--- config.mk ---
export PLATFORM = sky130hd
export DESIGN_NAME = sevenseg_scan_ctrl
export DESIGN_NICKNAME = d
export VERILOG_FILES = /design/src/rtl/sevenseg_scan_ctrl.sv
export SDC_FILE = /design/constraint.sdc
export NUM_CORES = 1
export LEC_CHECK = 0
export ABC_AREA = 0
export CAP_MARGIN = 20
export CORE_MARGIN = 2
export CORE_UTILIZATION = 52
export CTS_CLUSTER_DIAMETER = 120
export CTS_CLUSTER_SIZE = 20
export DETAILED_ROUTE_END_ITERATION = 8
export PLACE_DENSITY_LB_ADDON = 0.25
export SKIP_LAST_GASP = 1
export SLEW_MARGIN = 20
export SYNTH_ARGS = -nofsm -noshare
export SYNTH_HDL_FRONTEND = slang
export SYNTH_SLANG_ARGS = --single-unit
--- constraint.sdc ---
create_clock -name clk -period 3.25 [get_ports clk]
set_clock_uncertainty 0.2 [all_clocks]
set_input_delay 0.65 -clock clk [delete_from_list [all_inputs] [get_ports clk]]
set_output_delay 0.65 -clock clk [all_outputs]
set_load 0.02 [all_outputs]
--- src/rtl/sevenseg_scan_ctrl.sv ---
// Eight-digit seven-segment scan controller: two 16-bit sources, per-frame snapshot.
// Optional leading-zero blanking per half when SEVENSEG_LZB_EN is defined.
module sevenseg_scan_ctrl #(
  parameter int DIV   = 100000,
  parameter int BLANK = 4
) (
  input  logic        clk,
  input  logic        rst,
  input  logic [15:0] i_value_a,
  input  logic [15:0] i_value_b,
  input  logic [7:0]  i_dp,
  input  logic        i_en,
  output logic [7:0]  o_an,
  output logic [6:0]  o_seg,
  output logic        o_dp,
  output logic        o_frame
);

  localparam int CW = (DIV > 1) ? $clog2(DIV) : 1;

  logic [CW-1:0] r_cnt;
  logic [2:0]    r_idx;
  logic [15:0]   r_snap_a;
  logic [15:0]   r_snap_b;
  logic [7:0]    r_an;
  logic [6:0]    r_seg;
  logic          r_dp;
  logic          r_frame;

  logic          w_tick;
  logic          w_wrap;
  logic          w_lit;
  logic [15:0]   w_half;
  logic [15:0]   w_upper;
  logic [3:0]    w_nib;
  logic [6:0]    w_glyph;
  logic [6:0]    w_seg;

  function automatic logic [6:0] hex_decode(input logic [3:0] n);
    logic [6:0] g;
    g = 7'h7F;
    unique case (n)
      4'h0: g = 7'h40;
      4'h1: g = 7'h79;
      4'h2: g = 7'h24;
      4'h3: g = 7'h30;
      4'h4: g = 7'h19;
      4'h5: g = 7'h12;
      4'h6: g = 7'h02;
      4'h7: g = 7'h78;
      4'h8: g = 7'h00;
      4'h9: g = 7'h10;
      4'hA: g = 7'h08;
      4'hB: g = 7'h03;
      4'hC: g = 7'h46;
      4'hD: g = 7'h21;
      4'hE: g = 7'h06;
      4'hF: g = 7'h0E;
    endcase
    return g;
  endfunction

  assign w_tick  = (r_cnt == CW'(DIV - 1));
  assign w_wrap  = w_tick && (r_idx == 3'd7);
  assign w_lit   = i_en && (r_cnt >= CW'(BLANK));
  assign w_half  = r_idx[2] ? r_snap_b : r_snap_a;
  assign w_upper = w_half >> {r_idx[1:0], 2'b00};
  assign w_nib   = w_upper[3:0];
  assign w_glyph = hex_decode(w_nib);

`ifdef SEVENSEG_LZB_EN
  // Blank a digit when it and every more-significant digit of its half are zero
  always_comb begin
    w_seg = w_glyph;
    if ((r_idx[1:0] != 2'd0) && (w_upper == 16'h0))
      w_seg = 7'h7F;
  end
`else
  always_comb begin
    w_seg = w_glyph;
  end
`endif

  always_ff @(posedge clk) begin
    if (rst) begin
      r_cnt    <= '0;
      r_idx    <= '0;
      r_snap_a <= '0;
      r_snap_b <= '0;
      r_an     <= 8'hFF;
      r_seg    <= 7'h7F;
      r_dp     <= 1'b1;
      r_frame  <= 1'b0;
    end else begin
      r_cnt   <= w_tick ? '0 : r_cnt + 1'b1;
      if (w_tick)
        r_idx <= r_idx + 3'd1;
      if (w_wrap) begin
        r_snap_a <= i_value_a;
        r_snap_b <= i_value_b;
      end
      r_frame <= w_wrap;
      r_an    <= w_lit ? ~(8'b1 << r_idx) : 8'hFF;
      r_seg   <= w_seg;
      r_dp    <= ~i_dp[r_idx];
    end
  end

  assign o_an    = r_an;
  assign o_seg   = r_seg;
  assign o_dp    = r_dp;
  assign o_frame = r_frame;

endmodule

==> results of run 1 <==
[worst max-delay path by stage]
stage / start / to / slack, ns
after floorplan: r_idx[0]$_SDFFE_PP0P_ / o_seg[3]$_SDFF_PP1_ / 0.58
after global placement: r_idx[0]$_SDFFE_PP0P_ / o_seg[3]$_SDFF_PP1_ / 0.77
after detailed placement: r_idx[0]$_SDFFE_PP0P_ / o_seg[3]$_SDFF_PP1_ / 0.63
after CTS: r_idx[0]$_SDFFE_PP0P_ / o_seg[3]$_SDFF_PP1_ / 0.62
after global routing: r_idx[0]$_SDFFE_PP0P_ / o_seg[3]$_SDFF_PP1_ / 0.47
final: r_idx[0]$_SDFFE_PP0P_ / o_seg[3]$_SDFF_PP1_ / 0.57
[layout make-up]
| class | count | area (µm²) | share of cell area (%) |
|---|---|---|---|
| Multi-Input combinational cell | 246 | 1740 | 42.1 |
| Sequential cell | 69 | 1380 | 33.3 |
| Timing Repair Buffer | 67 | 646 | 15.6 |
| Clock buffer | 11 | 151 | 3.65 |
| Tap cell | 77 | 96.3 | 2.32 |
| Clock inverter | 5 | 82.6 | 1.99 |
| Inverter | 12 | 45.0 | 1.09 |
[synthesized netlist by cell type]
cell	n	area share, %
buf_12	3	1.8
or4_4	1	0.34
a21oi_2	30	7.9
mux4_2	8	5.4
a211o_1	1	0.26
nor2_1	25	2.8
nor2b_1	2	0.38
a311oi_1	2	0.53
ha_1	14	5.3
buf_2	3	0.45
xor2_1	7	1.9
a21oi_1	3	0.45
clkbuf_1	8	0.91
buf_4	3	0.68
a2111oi_0	1	0.26
nand2_2	30	5.7
nor3_1	5	0.76
mux2_1	1	0.34
and3_1	4	0.76
o221ai_1	2	0.53
a21boi_0	1	0.23
o21ai_0	1	0.15
dfxtp_1	69	42
a31oi_1	1	0.19
and2_1	3	0.57
or3b_2	1	0.26
a211oi_1	1	0.23
a22oi_1	1	0.23
xnor2_1	10	2.6
inv_1	12	1.4
nand2_1	60	6.8
or4_1	1	0.23
mux2i_1	10	3.0
nor4_4	2	1.3
nand3_1	10	1.5
nand4_1	2	0.38
nor4_1	3	0.57
buf_6	1	0.34
a2bb2oi_1	1	0.26
o211ai_1	2	0.45
[critical path: cells and delay by family (launching register included)]
| kind | cells | cell delay, ns |
|---|---|---|
| muxes | 2 | 0.92 |
| AOI/OAI and AO/OA | 2 | 0.52 |
| DFF | 1 | 0.47 |
| adders and majority gates | 1 | 0.27 |
| buffers and inverters | 1 | 0.18 |
[layer usage]
metal / wire [µm] / share of wire [%]
met4: 111 / 1.7
met2: 3330 / 49
met3: 304 / 4.5
met5: 0 / 0
met1: 2980 / 44
[kinds of logic (layout without fill, tap and decap cells)]
group / count (synthesis) / count (layout)
buffers and inverters: 30 / 95
AOI/OAI and AO/OA: 47 / 47
and+or+nand+nor: 149 / 149
adders and majority gates: 14 / 14
xor gates and xnor gates: 17 / 17
muxes: 19 / 19
DFF: 69 / 69
[power groups by stage]
stage | logic, mW | clock network [mW] | registers (mW)
detailed placement | 0.102 | 0 | 0.877
global placement | 0.101 | 0 | 0.877
global route | 0.110 | 0.848 | 0.859
finish | 0.103 | 0.800 | 0.858
floorplan | 0.0273 | 0 | 0.883
CTS | 0.104 | 0.810 | 0.858
[sequential cells by signal, summed over array words and instances (netlist names)]
name	flops
o_an	8
o_dp	1
o_frame	1
o_seg	7
r_cnt	17
r_idx	3
r_snap_a	16
r_snap_b	16
[cells in the final DEF, fill, tap and decap left out, types with 2 or more instances in the layout]
cell type / n
clkinvlp_4: 3
a21oi_2: 30
inv_1: 12
and3_1: 3
nor3_1: 5
mux2i_1: 10
ha_1: 14
bufinv_16: 2
clkbuf_8: 11
nand2_2: 30
o221ai_1: 2
nand4_1: 2
nand3_1: 10
clkdlybuf4s50_1: 58
nor2_1: 25
buf_4: 8
nand2_1: 60
a21oi_1: 3
xor2_1: 7
nor2b_1: 2
dfxtp_1: 69
mux4_2: 8
nor4_4: 2
and2_1: 3
nor4_1: 3
a311oi_1: 2
o211ai_1: 2
xnor2_1: 10
[through the flow]
step	area, µm²	instances	hold slack [ns]	util, %
CTS	4150	487	0.263	66.4
global placement	3910	471	0.250	62.7
floorplan	3310	345	0.229	-
detailed placement	3910	471	0.252	62.7
finish	4150	487	0.261	66.4
global route	4150	487	0.275	66.4
==> results.py, run 1 <==
metrics = {
    "run_status": {
        "status": "completed",
    },
    "sta": {
        "fin_crit_ns": 2.68,
        "setup_tns_ns": 0,
        "setup_violations": 0,
        "hold_viol_final": 0,
        "maxSlewViolCount": 0,
        "rsz0062_at_grt": "false",
        "max_freq_mhz": 373,
        "finalCritPeriodShare_pct": 82.6,
        "max_slew_margin_pct": 66.4,
        "postLayoutSetupSlackWorst_ns": 0.566,
        "tightest_slew_ns": 0.503,
    },
    "critical_path": {
        "critPathMaxStageDelay_ns": 0.54,
        "r2r_slack_ns": 0.57,
        "worst_ep_arrival_time_ns": 2.70,
        "crit_fanout": 5,
        "end_kind": "flop",
        "r2r_cells": 6,
        "crit_path_top_delay_cell": "mux4_2",
        "rr_endpoint": "o_seg[3]$_SDFF_PP1_",
        "cp.required_ns": 3.27,
        "crit_type": "reg2reg",
        "r2r_start": "r_idx[0]$_SDFFE_PP0P_",
        "critical_path.cell_chain": "mux4_2 > mux2i_1 > inv_1 > ha_1 > a2111oi_0 > a31oi_1",
        "startpoint_type": "flop",
    },
    "clock_tree": {
        "clk_pin_slew_ns": 0.07,
        "cts_resized": 0,
        "insertion_delay_ns": 0.34,
        "ctsHtreeMaxLevel": 3,
        "cts_made_buffers": 9,
        "clock_path_buffers": 2,
        "cts_hold_buf": 0,
        "cts_sinks": 69,
        "cts_setup_buffers": 0,
        "root_buffer": "clkbuf_8",
        "cts_tree": "built",
    },
    "global_route": {
        "grt-busiest-layer": "met2",
        "grt_pass1_vias": 2399,
        "grt_max_degree": 34,
        "grt_use_met2_pct": 32.7,
        "grt_use_met1_pct": 25.3,
        "grtUsageMet3_pct": 4.55,
        "grt_first_pass_wirelength_um": 11200,
        "overflow": 0,
        "antenna_found_initial": 0,
        "grt.total_usage_pct": 20.2,
    },
    "detailed_routing": {
        "drtPass1Iterations": 5,
        "drt_iter0_drc": 172,
        "totalWireLength_um": 6720,
        "route.detailed.drc": 0,
        "via_count": 2519,
        "detail_route.vias_per_cell": 5.17,
        "ant_nets": 0,
        "wire_per_inst_um": 13.8,
    },
    "floorplan": {
        "die_w_um": 83.8,
        "die_area_um2": 7020,
        "core-area_um2": 6240,
        "start_util_pct": 53.0,
        "rows": 29,
        "die_h_um": 83.8,
        "ios": 60,
    },
    "power_and_ir_drop": {
        "clockPowerShare_pct": 45.4,
        "combPwrFrac_pct": 5.8,
        "power_density_nw_per_um2": 425,
        "intPower_mw": 1.39,
        "ir_drop_mv": 0.276,
        "p_switching_uw": 373,
        "switching_share_pct": 21.2,
        "leakagePower_nw": 1.52,
        "seqPwrFrac_pct": 48.7,
        "finalPower_mw": 1.76,
    },
    "layout": {
        "antenna_cells": 0,
        "nets": 462,
        "fill_cells": 519,
        "area_delta_synth_final_pct": 25.3,
        "drive_gt1_share_pct": 23.9,
    },
    "min_path": {
        "min_to": "r_snap_a[2]$_SDFFE_PP0P_",
        "worstHoldStart": "r_snap_a[2]$_SDFFE_PP0P_",
        "hp-class": "reg2reg",
        "holdPathStages": 2,
    },
    "synth": {
        "synth-simple-area-share_pct": 22.4,
        "postSynthNetCount": 402,
        "synth-seq-cells": 69,
        "synthXorXnorAreaFrac_pct": 4.50,
        "synth_top_family_by_area": "simple AND/OR/NAND/NOR gates",
        "synthCells": 345,
        "ys_seq_area_share_pct": 41.8,
        "synth.area.mux_share_pct": 8.81,
        "syn_area_um2": 3310,
        "yosysWarnings": 0,
        "synthAdderAreaFrac_pct": 5.30,
        "synth_compound_area_share_pct": 11.7,
        "synth_cell_types": 40,
        "avgSynthCellArea_um2": 9.59,
    },
    "place": {
        "gp_congestion": 0.951,
        "dp_hpwl_um": 4900,
        "port_buffers": 59,
        "dpl_worst_slack_ns": 0.629,
    },
    "job": {
        "drv_cap": 0,
    },
}
(Power assumes the default switching activity.)
==> inputs of run 2 (changes only) <==
Settings changed: CORE_UTILIZATION 52 to 47.
Clock period 3.25 ns to 2.17 ns, I/O delays scaled along.
==> run 2 against run 1 <==
  * The flow now finishes with violations (negative setup slack)
  * Setup slack got worse by 0.60 ns
  * Largest power group unchanged
  * Largest cell class unchanged
  * Critical path type unchanged
  * Total power rose by 35%
  * Combinational power rose by 61%
==> results.py, run 2 (synthesis results as in run 1) <==
metrics = {
    "clock_tree": {
        "cts_tree": "built",
        "ctsHtreeMaxLevel": 3,
        "insertion_delay_ns": 0.35,
        "clk_pin_slew_ns": 0.08,
        "cts_sinks": 69,
        "clock_path_buffers": 2,
        "cts_hold_buf": 0,
        "root_buffer": "clkbuf_8",
        "cts_made_buffers": 9,
    },
    "place": {
        "gp_congestion": 1.01,
        "port_buffers": 59,
        "dp_hpwl_um": 5040,
    },
    "detailed_routing": {
        "totalWireLength_um": 7140,
        "detail_route.vias_per_cell": 4.92,
        "via_count": 2596,
        "route.detailed.drc": 0,
        "wire_per_inst_um": 13.5,
        "ant_nets": 0,
        "drt_iter0_drc": 110,
        "drtPass1Iterations": 4,
    },
    "global_route": {
        "grt_pass1_vias": 2535,
        "antenna_found_initial": 0,
        "grt_first_pass_wirelength_um": 11600,
        "overflow": 0,
        "grt.total_usage_pct": 19.6,
        "grt_max_degree": 36,
    },
    "critical_path": {
        "r2r_start": "r_idx[0]$_SDFFE_PP0P_",
        "crit_fanout": 7,
        "rr_endpoint": "o_seg[3]$_SDFF_PP1_",
        "cp.required_ns": 2.19,
        "r2r_slack_ns": -0.04,
        "critical_path.cell_chain": "mux4_2 > mux2i_4 > inv_2 > ha_2 > a21boi_4 > a2111oi_2 > a31oi_1",
        "crit_path_top_delay_cell": "mux4_2",
        "end_kind": "flop",
        "crit_type": "reg2reg",
        "r2r_cells": 7,
        "startpoint_type": "flop",
        "critPathMaxStageDelay_ns": 0.54,
        "worst_ep_arrival_time_ns": 2.23,
    },
    "min_path": {
        "min_to": "r_cnt[2]$_SDFF_PP0_",
        "worstHoldStart": "rst",
        "holdPathStages": 2,
        "hp-class": "in2reg",
    },
    "job": {
        "drv_cap": 0,
    },
    "sta": {
        "finalCritPeriodShare_pct": 102,
        "fin_crit_ns": 2.21,
        "setup_violations": 2,
        "rsz0062_at_grt": "true",
        "postLayoutSetupSlackWorst_ns": -0.0351,
        "setup_tns_ns": -0.0451,
        "hold_viol_final": 0,
        "maxSlewViolCount": 0,
        "max_slew_margin_pct": 63.9,
        "tightest_slew_ns": 0.542,
        "max_freq_mhz": 453,
    },
    "run_status": {
        "violations": "negative setup slack",
        "status": "finished, violations left",
    },
    "layout": {
        "final_common_cell": "dfxtp_1",
        "area_delta_synth_final_pct": 33.3,
        "mostFrequentLayoutCells": "dfxtp_1 (65), nand2_1 (60), clkdlybuf4s50_1 (58), nand2_2 (30), a21oi_2 (30)",
        "top_register": "r_cnt",
        "largest_reg_flops": 17,
        "antenna_cells": 0,
        "drive_gt1_share_pct": 31.3,
        "fill_cells": 598,
        "nets": 484,
        "reg_top3": "r_cnt (17), r_snap_a (16), r_snap_b (16)",
    },
    "floorplan": {
        "core-area_um2": 6790,
        "die_w_um": 87.9,
        "die_h_um": 87.9,
        "rows": 30,
        "ios": 60,
        "start_util_pct": 48.7,
        "die_area_um2": 7730,
    },
    "power_and_ir_drop": {
        "power_density_nw_per_um2": 539,
        "finalPower_mw": 2.38,
        "leakagePower_nw": 1.62,
        "ir_drop_mv": 0.310,
    },
}
==> run 2: changes by cell type in the layout (fill, tap and decap cells not counted), sizes merged <==
cell      before  now
buf            9   30
clkinv         0    4
bufinv         2    0
clkinvlp       3    2
==> run 2: how the worst max path moves through the flow <==
| stage | startpoint | to | slack (ns) | cells past startpoint |
|---|---|---|---|---|
| floorplan | r_idx[0]$_SDFFE_PP0P_ | o_seg[3]$_SDFF_PP1_ | -0.03 | 8 |
| global placement | r_idx[0]$_SDFFE_PP0P_ | o_seg[3]$_SDFF_PP1_ | 0.05 | 7 |
| detailed placement | r_idx[0]$_SDFFE_PP0P_ | o_seg[0]$_SDFF_PP1_ | -0.04 | 6 |
| CTS | r_idx[0]$_SDFFE_PP0P_ | o_seg[3]$_SDFF_PP1_ | -0.01 | 7 |
| global route | r_idx[0]$_SDFFE_PP0P_ | o_seg[3]$_SDFF_PP1_ | -0.08 | 7 |
| finish | r_idx[0]$_SDFFE_PP0P_ | o_seg[3]$_SDFF_PP1_ | -0.04 | 7 |
==> run 2: area by class of cell <==
class | instances | area (µm²) | area share [%]
Clock buffer | 10 | 138 | 3.12
Clock inverter | 6 | 38.8 | 0.879
Timing Repair Buffer | 89 | 873 | 19.8
Sequential cell | 69 | 1390 | 31.5
Inverter | 12 | 45.0 | 1.02
Multi-Input combinational cell | 246 | 1810 | 41.0
Tap cell | 96 | 120 | 2.72
==> run 2: stage by stage <==
| stage | cell area (µm²) | instances | hold slack [ns] | util, % | setup WS (ns) |
|---|---|---|---|---|---|
| 2_1_floorplan | 3350 | 345 | 0.229 | - | -0.0275 |
| 5_1_grt | 4410 | 528 | 0.271 | 64.9 | -0.0837 |
| 6_report | 4410 | 528 | 0.222 | 64.9 | -0.0351 |
| 3_3_place_gp | 4140 | 507 | 0.242 | 60.9 | 0.0495 |
| 4_1_cts | 4320 | 523 | 0.202 | 63.6 | -0.00996 |
| 3_5_place_dp | 4140 | 507 | 0.248 | 60.9 | -0.0433 |
==> run 2: repair_timing <==
item / 4_1_cts / 5_1_grt
pin swaps: 0 / 2
buffers inserted: 0 / 4
resized for setup: 2 / 10
gates cloned: 0 / 1
setup endpoints to repair: 5 / 8
==> run 2: layer usage <==
metal  GRT usage (%)  part of all wire [%]  vias to the layer above
met5               0                     0                        -
met4            10.1                   2.0                        0
met3            2.92                   4.0                       12
met2            32.6                    49                       75
met1            24.8                    45                     1185
li1                -                     -                     1324
==> run 2: where the power goes <==
part           leakage [nW]  switching, mW  internal, mW
logic                 0.967         0.0665        0.0993
clock network        0.0880          0.488         0.441
registers             0.561        0.00533          1.28
total                  1.62          0.560          1.82
==> run 2: worst max-delay path, delay by kind of cell (launching register included) <==
family,cells,cell delay (ns)
multiplexers,2,0.76
AO/OA/AOI/OAI,3,0.43
buffers and inverters,1,0.08
flip-flops,1,0.41
adder cells (fa/ha/maj),1,0.19
==> inputs of run 3 (changes only) <==
Settings changed: CORE_ASPECT_RATIO from default to 1.75, CORE_UTILIZATION 47 to 49, CTS_BUF_LIST from default to sky130_fd_sc_hd__clkbuf_2.
==> run 3 against run 2 <==
  * The run still ends with negative setup slack left
  * Critical path depth unchanged
  * Clock-buffer cell count increased by 2
  * Setup slack got worse by 0.035 ns
  * Sequential cell count unchanged
  * First-iteration DRC count decreased by 15%
==> results.py, run 3 (synthesis results as in run 1) <==
metrics = {
    "min_path": {
        "min_to": "o_an[7]$_SDFF_PP1_",
        "hp-class": "in2reg",
        "holdPathStages": 4,
        "worstHoldStart": "rst",
    },
    "floorplan": {
        "die_h_um": 113,
        "core-area_um2": 6540,
        "rows": 39,
        "ios": 60,
        "start_util_pct": 50.6,
        "die_area_um2": 7450,
        "die_w_um": 66.1,
    },
    "global_route": {
        "grt.total_usage_pct": 22.1,
        "antenna_found_initial": 0,
        "grt_first_pass_wirelength_um": 12200,
        "overflow": 0,
        "grt_max_degree": 34,
        "grt_pass1_vias": 2681,
    },
    "clock_tree": {
        "cts_sinks": 69,
        "cts_made_buffers": 9,
        "clock_path_buffers": 2,
        "clk_pin_slew_ns": 0.18,
        "insertion_delay_ns": 0.52,
        "cts_tree": "built",
        "cts_hold_buf": 0,
        "root_buffer": "clkbuf_2",
        "ctsHtreeMaxLevel": 3,
    },
    "run_status": {
        "violations": "negative setup slack",
        "status": "finished, violations left",
    },
    "critical_path": {
        "critical_path.cell_chain": "buf_6 > mux4_2 > mux2i_4 > inv_2 > ha_4 > a2111oi_4 > a31oi_1",
        "r2r_slack_ns": -0.07,
        "startpoint_type": "flop",
        "crit_fanout": 7,
        "crit_start": "r_idx[0]$_SDFFE_PP0P_",
        "end_kind": "flop",
        "crit_buf_inv": 2,
        "crit_path_top_delay_cell": "mux4_2",
        "crit_type": "reg2reg",
        "worst_ep_arrival_time_ns": 2.45,
        "rr_endpoint": "o_seg[3]$_SDFF_PP1_",
        "cp_top_family": "multiplexers",
        "cp.required_ns": 2.38,
        "r2r_start": "r_idx[0]$_SDFFE_PP0P_",
        "critPathMaxStageDelay_ns": 0.53,
        "r2r_cells": 7,
    },
    "layout": {
        "antenna_cells": 0,
        "utilization_pct": 66.6,
        "top_register": "r_cnt",
        "drive_gt1_share_pct": 31.0,
        "area_delta_synth_final_pct": 31.7,
        "final_common_cell": "dfxtp_1",
        "largest_reg_flops": 17,
        "nets": 484,
        "reg_top3": "r_cnt (17), r_snap_a (16), r_snap_b (16)",
        "fin_area_um2": 4360,
        "mostFrequentLayoutCells": "dfxtp_1 (66), nand2_1 (60), clkdlybuf4s50_1 (53), nand2_2 (30), a21oi_2 (30)",
        "fin_cells": 514,
    },
    "detailed_routing": {
        "wire_per_inst_um": 14.9,
        "ant_nets": 0,
        "totalWireLength_um": 7670,
        "detail_route.vias_per_cell": 5.18,
        "drt_iter0_drc": 94,
        "route.detailed.drc": 0,
        "drtPass1Iterations": 7,
        "via_count": 2661,
    },
    "power_and_ir_drop": {
        "leakagePower_nw": 1.60,
        "finalPower_mw": 2.03,
        "ir_drop_mv": 0.326,
        "power_density_nw_per_um2": 465,
    },
    "job": {
        "drv_cap": 0,
    },
    "sta": {
        "max_slew_margin_pct": 70.9,
        "fin_crit_ns": 2.24,
        "setup_violations": 3,
        "postLayoutSetupSlackWorst_ns": -0.0698,
        "finalCritPeriodShare_pct": 103,
        "tightest_slew_ns": 0.437,
        "hold_ws_ns": 0.100,
        "maxSlewViolCount": 0,
        "hold_viol_final": 0,
        "max_freq_mhz": 446,
        "rsz0062_at_grt": "true",
    },
    "place": {
        "gp_congestion": 0.825,
        "dp_hpwl_um": 5800,
        "placed_cells": 492,
        "dpl_cell_area_um2": 4130,
        "port_buffers": 59,
    },
}
run 3: changes by cell type in the layout (fill, tap and decap cells not counted), sizes merged:
cell	change
clkinvlp	-2
clkdlybuf4s50	-5
dlymetal6s2s	+5
clkbuf	+1
buf	+1
run 3: worst reg2reg max path: stages (launching register included):
cell and delay, ns:
dfxtp_4 0.44, buf_6 0.11, mux4_2 0.53, mux2i_4 0.21, inv_2 0.09, ha_4 0.20
a2111oi_4 0.28, a31oi_1 0.08
run 3: routing by layer:
layer / routed length [µm] / part of all wire [%] / GRT usage, %
met2: 4320 / 56 / 40.7
met5: 0 / 0 / 0
met4: 239 / 3.1 / 9.39
met3: 314 / 4.1 / 6.26
met1: 2800 / 37 / 22.3
run 3: final cells by class:
class / instances / area [µm²]
Fill cell: 554 / 2180
Inverter: 12 / 45.0
Multi-Input combinational cell: 246 / 1860
Timing Repair Buffer: 89 / 885
Tap cell: 82 / 103
Sequential cell: 69 / 1390
Clock buffer: 12 / 60.1
Clock inverter: 4 / 15.0
run 3: stage by stage:
step	setup TNS, ns	setup WS, ns
floorplan	-0.0436	-0.0275
global placement	0	0.0200
detailed placement	-0.0983	-0.0630
CTS	-0.0233	-0.0233
global route	-0.681	-0.180
finish	-0.133	-0.0698
run 3: worst max path at each step:
stage,end,cells after the start,slack (ns)
floorplan,o_seg[3]$_SDFF_PP1_,8,-0.03
global placement,o_seg[3]$_SDFF_PP1_,7,0.02
detailed placement,o_seg[3]$_SDFF_PP1_,7,-0.06
CTS,o_seg[3]$_SDFF_PP1_,7,-0.02
global route,o_seg[3]$_SDFF_PP1_,7,-0.18
finish,o_seg[3]$_SDFF_PP1_,7,-0.07
run 3: what timing repair did:
item | in CTS | in global routing
cloned | 0 | 0
pin swaps | 1 | 5
setup buffers | 3 | 3
resized for setup | 1 | 22
endpoints found under the setup margin | 6 | 66
run 3: power breakdown:
group	internal, mW	switching, mW
sequential	1.28	0.00582
clock	0.151	0.420
combinational	0.102	0.0699
